==> src/rtl/fp32_mat_pkg.sv <==
// Shared types and width helpers for the fp32 flat-matrix streaming blocks.
package fp32_mat_pkg;

  typedef enum logic [1:0] {
    S_IDLE,
    S_STREAM,
    S_DONE
  } state_t;

  localparam int TAG_FIELD_W = 16;

  // Width-agnostic element tag for blocks that pass tags between modules.
  typedef struct packed {
    logic [TAG_FIELD_W-1:0] r;
    logic [TAG_FIELD_W-1:0] c;
    logic [TAG_FIELD_W-1:0] idx;
    logic                   row_last;
    logic                   last;
  } elem_tag_t;

  function automatic int clog2_min1(input int v);
    return (v <= 2) ? 1 : $clog2(v);
  endfunction

endpackage

==> src/rtl/fp32_mat_idx_counter.sv <==
// Row/column/flat-index walker over a ROWS x COLS matrix, row- or column-major.
module fp32_mat_idx_counter
  import fp32_mat_pkg::*;
#(
  parameter int ROWS = 4,
  parameter int COLS = 4,
  localparam int N     = ROWS * COLS,
  localparam int ROW_W = clog2_min1(ROWS),
  localparam int COL_W = clog2_min1(COLS),
  localparam int IDX_W = clog2_min1(N)
) (
  input  logic             clk,
  input  logic             rst,
  input  logic             clr_i,
  input  logic             adv_i,
  input  logic             col_major_i,
  output logic [ROW_W-1:0] r_o,
  output logic [COL_W-1:0] c_o,
  output logic [IDX_W-1:0] idx_o,
  output logic             row_last_o,
  output logic             last_o
);

  localparam logic [ROW_W-1:0] R_MAX  = ROW_W'(ROWS - 1);
  localparam logic [COL_W-1:0] C_MAX  = COL_W'(COLS - 1);
  localparam logic [IDX_W-1:0] I_MAX  = IDX_W'(N - 1);
  localparam logic [IDX_W-1:0] I_STEP = IDX_W'(COLS);

  logic [ROW_W-1:0] r_q, r_d;
  logic [COL_W-1:0] c_q, c_d;
  logic [IDX_W-1:0] idx_q, idx_d;
  logic             cm_q, cm_d;

  always_comb begin
    r_d   = r_q;
    c_d   = c_q;
    idx_d = idx_q;
    cm_d  = cm_q;
    if (clr_i) begin
      r_d   = '0;
      c_d   = '0;
      idx_d = '0;
      cm_d  = col_major_i;
    end else if (adv_i) begin
      if (cm_q) begin
        // Column walk: the flat index steps by COLS and restarts at the top of the next column.
        if (r_q == R_MAX) begin
          r_d   = '0;
          c_d   = c_q + 1'b1;
          idx_d = IDX_W'(c_q) + 1'b1;
        end else begin
          r_d   = r_q + 1'b1;
          idx_d = idx_q + I_STEP;
        end
      end else begin
        idx_d = idx_q + 1'b1;
        if (c_q == C_MAX) begin
          c_d = '0;
          r_d = r_q + 1'b1;
        end else begin
          c_d = c_q + 1'b1;
        end
      end
    end
  end

  always_ff @(posedge clk) begin
    if (rst) begin
      r_q   <= '0;
      c_q   <= '0;
      idx_q <= '0;
      cm_q  <= 1'b0;
    end else begin
      r_q   <= r_d;
      c_q   <= c_d;
      idx_q <= idx_d;
      cm_q  <= cm_d;
    end
  end

  assign r_o        = r_q;
  assign c_o        = c_q;
  assign idx_o      = idx_q;
  assign row_last_o = cm_q ? (r_q == R_MAX) : (c_q == C_MAX);
  assign last_o     = (idx_q == I_MAX);

endmodule

==> src/rtl/fp32_matrix_flat_streamer.sv <==
// Snapshots a row-major flat fp32 matrix on start and streams it one tagged element per beat.
// Optional column-major traversal with macro FP32_MAT_STREAM_TRANSPOSE_EN (adds col_major input).
module fp32_matrix_flat_streamer
  import fp32_mat_pkg::*;
#(
  parameter int ROWS   = 4,
  parameter int COLS   = 4,
  parameter int DATA_W = 32,
  localparam int N     = ROWS * COLS,
  localparam int ROW_W = clog2_min1(ROWS),
  localparam int COL_W = clog2_min1(COLS),
  localparam int IDX_W = clog2_min1(N)
) (
  input  logic                clk,
  input  logic                rst,
  input  logic                start,
  input  logic                abort,
`ifdef FP32_MAT_STREAM_TRANSPOSE_EN
  input  logic                col_major,
`endif
  input  logic [DATA_W*N-1:0] in_flat,
  output logic                busy,
  output logic                done,
  output logic                out_valid,
  input  logic                out_ready,
  output logic [DATA_W-1:0]   out_data,
  output logic [ROW_W-1:0]    out_r,
  output logic [COL_W-1:0]    out_c,
  output logic [IDX_W-1:0]    out_idx,
  output logic                out_row_last,
  output logic                out_last
);

  state_t            state_q;
  logic              busy_q;
  logic              done_q;
  logic              valid_q;
  logic [DATA_W-1:0] snap_q [N];

  logic load;
  logic hs;
  logic adv;
  logic cm_sel;

  assign load = (state_q == S_IDLE) && start;
  assign hs   = (state_q == S_STREAM) && valid_q && out_ready && !abort;
  // The walker parks on the final element so out_idx never leaves the snapshot range.
  assign adv  = hs && !out_last;

`ifdef FP32_MAT_STREAM_TRANSPOSE_EN
  assign cm_sel = col_major;
`else
  assign cm_sel = 1'b0;
`endif

  fp32_mat_idx_counter #(
    .ROWS (ROWS),
    .COLS (COLS)
  ) u_idx (
    .clk        (clk),
    .rst        (rst),
    .clr_i      (load),
    .adv_i      (adv),
    .col_major_i(cm_sel),
    .r_o        (out_r),
    .c_o        (out_c),
    .idx_o      (out_idx),
    .row_last_o (out_row_last),
    .last_o     (out_last)
  );

  always_ff @(posedge clk) begin
    if (rst) begin
      for (int i = 0; i < N; i++) snap_q[i] <= '0;
    end else if (load) begin
      for (int i = 0; i < N; i++) snap_q[i] <= in_flat[DATA_W*i +: DATA_W];
    end
  end

  always_ff @(posedge clk) begin
    if (rst) begin
      state_q <= S_IDLE;
      busy_q  <= 1'b0;
      done_q  <= 1'b0;
      valid_q <= 1'b0;
    end else begin
      done_q <= 1'b0;
      case (state_q)
        S_IDLE: begin
          if (start) begin
            state_q <= S_STREAM;
            busy_q  <= 1'b1;
            valid_q <= 1'b1;
          end
        end
        S_STREAM: begin
          // Abort wins over a handshake landing in the same cycle.
          if (abort) begin
            state_q <= S_IDLE;
            busy_q  <= 1'b0;
            valid_q <= 1'b0;
          end else if (hs && out_last) begin
            state_q <= S_DONE;
            busy_q  <= 1'b0;
            valid_q <= 1'b0;
            done_q  <= 1'b1;
          end
        end
        S_DONE: begin
          state_q <= S_IDLE;
        end
        default: begin
          state_q <= S_IDLE;
          busy_q  <= 1'b0;
          valid_q <= 1'b0;
        end
      endcase
    end
  end

  assign busy      = busy_q;
  assign done      = done_q;
  assign out_valid = valid_q;
  assign out_data  = snap_q[out_idx];

endmodule

==> config.mk <==
export PLATFORM = sky130hd
export DESIGN_NAME = fp32_matrix_flat_streamer
export DESIGN_NICKNAME = d
export VERILOG_FILES = /design/src/rtl/fp32_mat_pkg.sv /design/src/rtl/fp32_mat_idx_counter.sv /design/src/rtl/fp32_matrix_flat_streamer.sv
export SDC_FILE = /design/constraint.sdc
export NUM_CORES = 1
export LEC_CHECK = 0
export ABC_AREA = 0
export CORE_ASPECT_RATIO = 0.7
export CORE_MARGIN = 4
export CORE_UTILIZATION = 45
export CTS_CLUSTER_SIZE = 14
export DETAILED_ROUTE_END_ITERATION = 10
export PLACE_DENSITY = 0.73
export SYNTH_ARGS = -nofsm -noshare
export SYNTH_HDL_FRONTEND = slang
export SYNTH_SLANG_ARGS = --single-unit
==> constraint.sdc <==
create_clock -name clk -period 34.1 [get_ports clk]
set_input_delay 6.82 -clock clk [delete_from_list [all_inputs] [get_ports clk]]
set_output_delay 6.82 -clock clk [all_outputs]
set_load 0.1 [all_outputs]
==> impl_metrics.py <==
metrics = {
    "pwr": {
        "p_sw_frac": 0.221,
        "power_switching_uw": 331,
        "finalPower_mw": 1.50,
        "peakVddDrop_mv": 0.0397,
        "pwr_density_cell_mw_per_mm2": 48.5,
        "pwr-share-seq": 0.522,
        "p_comb_frac": 0.110,
        "leakage_nw": 11.1,
        "p_clk_frac": 0.368,
        "internal-power_mw": 1.17,
    },
    "placed_design": {
        "port_buffers": 561,
        "dpl.hpwl_um": 44000,
        "place.gp.congestion": 0.862,
        "dpl_cell_area_mm2": 0.0293,
    },
    "sta": {
        "timing.setup.tns_ns": 0,
        "post-route-min-period_ns": 11.47,
        "setup_viol": 0,
        "skew_ns": 0.0150,
        "hold_ws_ns": 0.490,
        "finalCritPeriodShare": 0.336,
        "tightest_slew_ns": 1.27,
        "hold_viol_final": 0,
        "max_freq_mhz": 87.2,
        "slew_violations": 0,
        "rsz0062_at_grt": "false",
        "slew_headroom": 0.154,
    },
    "yosys": {
        "avgSynthCellArea_um2": 16.3,
        "yosysWarningCount": 0,
        "yosysUniqueCellTypes": 29,
        "synth_nets": 1938,
        "syn_inst": 1419,
        "async_reset_ff_frac": 0,
        "syn_area_mm2": 0.0231,
        "synth_edf_count": 512,
        "synth-seq-cells": 528,
        "seq_area_frac_synth": 0.679,
        "synth_ff_type": "edfxtp_1",
    },
    "final_layout": {
        "fillers": 3796,
        "finalNetCount": 2463,
        "syn_to_final_growth_pct": 33.8,
        "final_area_mm2": 0.0309,
        "seq_area_mm2": 0.0157,
        "layout_common_cells": "clkdlybuf4s50_1, edfxtp_1, and2_1",
        "final_common_cell": "clkdlybuf4s50_1",
        "multiInputGateArea_mm2": 0.00702,
        "drive_gt1_frac": 0.114,
    },
    "floorplanning": {
        "die_w_um": 279,
        "core_area_mm2": 0.0508,
        "ioPinCount": 562,
        "rows": 69,
        "dieArea_mm2": 0.0551,
        "start_util": 0.455,
        "fp.dieH_um": 198,
    },
    "cts": {
        "cts_tree": "yes",
        "cts_root_buffer": "clkbuf_16",
        "postCtsSetupBuffers": 0,
        "hold_buffers": 0,
        "cts.repair.resized": 0,
        "cts_buffers": 51,
        "worstSkewPairLatency_ns": 0.57,
        "clk_pin_slew_worst_paths_ns": 0.06,
        "htree_levels": 2,
        "cts_buffer_depth": 3,
        "clkSinkCount": 528,
    },
    "critical_path": {
        "max_stage_delay_ns": 0.98,
        "critPathCaptureType": "output pin",
        "r2r-start": "state_q[1]",
        "arrival_ns": 4.65,
        "regToRegSetupSlack_ns": 31.19,
        "reg2reg_depth": 4,
        "worstSetupStartpointType": "register",
        "worstPathCellList": "buf_4 > buf_4 > mux4_2 > a22oi_1 > nand2_1 > clkdlybuf4s50_1",
        "crit_path_frequent_cell": "buf_4",
        "cp-endpoint": "out_data[14]",
        "crit_required_ns": 27.28,
        "path_max_fanout": 60,
        "r2r_end": "snap_q[1][9]",
        "worst_path_max_delay_cell": "clkdlybuf4s50_1",
        "crit_type": "register to output pin",
    },
    "routing": {
        "drt_drc_violations_left": 0,
        "ant_nets": 0,
        "wl_um": 63700,
        "wire_per_inst_um": 23.9,
        "firstDrtPassIters": 5,
        "dr_total_vias": 14032,
        "drt_iter0_drc": 1029,
        "vias_per_cell": 5.27,
    },
    "grt": {
        "first_global_vias": 14957,
        "antenna_found_initial": 18,
        "grt_start_max_net_pins": 200,
        "grt-ovfl-total": 0,
        "grt_pass1_wl_um": 92100,
        "grt_usage": 0.225,
    },
    "hold_path": {
        "hold_class": "register to register",
    },
    "run_status": {
        "status": "finished, final reports clean",
    },
    "job": {
        "cap_violations": 0,
    },
}
[power by group through the flow]
stage               clock, mW  combinational (mW)  sequential [mW]
floorplan                   0              0.0815            0.813
global placement            0               0.165            0.794
detailed placement          0               0.166            0.796
CTS                     0.564               0.167            0.783
global route            0.594               0.176            0.787
finish                  0.552               0.165            0.783
[how the worst min path moves through the flow]
stage,from,endpoint,slack (ns),depth (start not counted)
detailed placement,state_q[0],out_valid,0.48,1
floorplan,state_q[0],out_valid,0.44,1
global route,u_idx.c_o[0],u_idx.c_o[0],0.52,2
finish,state_q[0],out_valid,0.49,1
CTS,state_q[0],out_valid,0.49,1
global placement,state_q[0],out_valid,0.46,1
[registers in the layout, summed over array words and instances (netlist names), named ones only]
name and flops:
done 1, out_valid 1, snap_q 512, state_q 2, u_idx.c_o 2, u_idx.idx_o 4
u_idx.r_o 2
[metrics by stage]
| step | util | std cells | worst slack (ns) |
|---|---|---|---|
| floorplan | - | 1419 | 11.42 |
| global placement | 0.577 | 2565 | 23.04 |
| detailed placement | 0.577 | 2565 | 23.02 |
| CTS | 0.609 | 2658 | 22.37 |
| global route | 0.609 | 2665 | 22.40 |
| finish | 0.609 | 2665 | 22.63 |
[layout make-up]
type                    count  area share
inverters                   1    0.000121
clock buffers              63      0.0437
well taps                 674      0.0273
multi-input cells         788       0.227
clock inverters            30     0.00813
diodes                      7    0.000566
flip-flops and latches    528       0.508
repair buffers            574       0.186
[cells by family (layout without fill, tap and decap cells)]
family	count (synthesis)	after routing	share of synthesized area
compound gates	73	73	0.0229
xor+xnor	3	3	0.00114
fa+ha+maj	2	2	0.00108
buf+inv	103	668	0.0189
flops	528	528	0.679
mux	128	128	0.125
other cells	0	7	0
simple gates	582	582	0.152
[worst max-delay path, delay by kind of cell (launching register included)]
kind                   cells  cell delay (ns)
AO/OA/AOI/OAI              1             0.43
buffers and inverters      3             2.51
flip-flops                 1             0.53
multiplexers               1             0.43
AND/OR/NAND/NOR            1             0.10
[synthesized netlist by cell type (all sizes together) (2+ instances only)]
master	n	area, um2
a21oi	5	25.0
a22oi	64	480
and2	323	2020
buf	30	163
clkbuf	72	270
dfxtp	16	320
edfxtp	512	15400
ha	2	25.0
mux4	128	2880
nand2	42	158
nand3	3	15.0
nor2	8	30.0
nor2b	194	1210
nor3	5	30.0
o21ai	2	10.0
or3	2	12.5
xnor2	2	17.5
[metal layers]
| metal | routed length (um) | track usage |
|---|---|---|
| met5 | 140 | 0 |
| met4 | 1540 | 0.0604 |
| met3 | 4440 | 0.0554 |
| met2 | 32900 | 0.394 |
| met1 | 24700 | 0.283 |
Note: power is estimated with default switching activity, not from simulation.
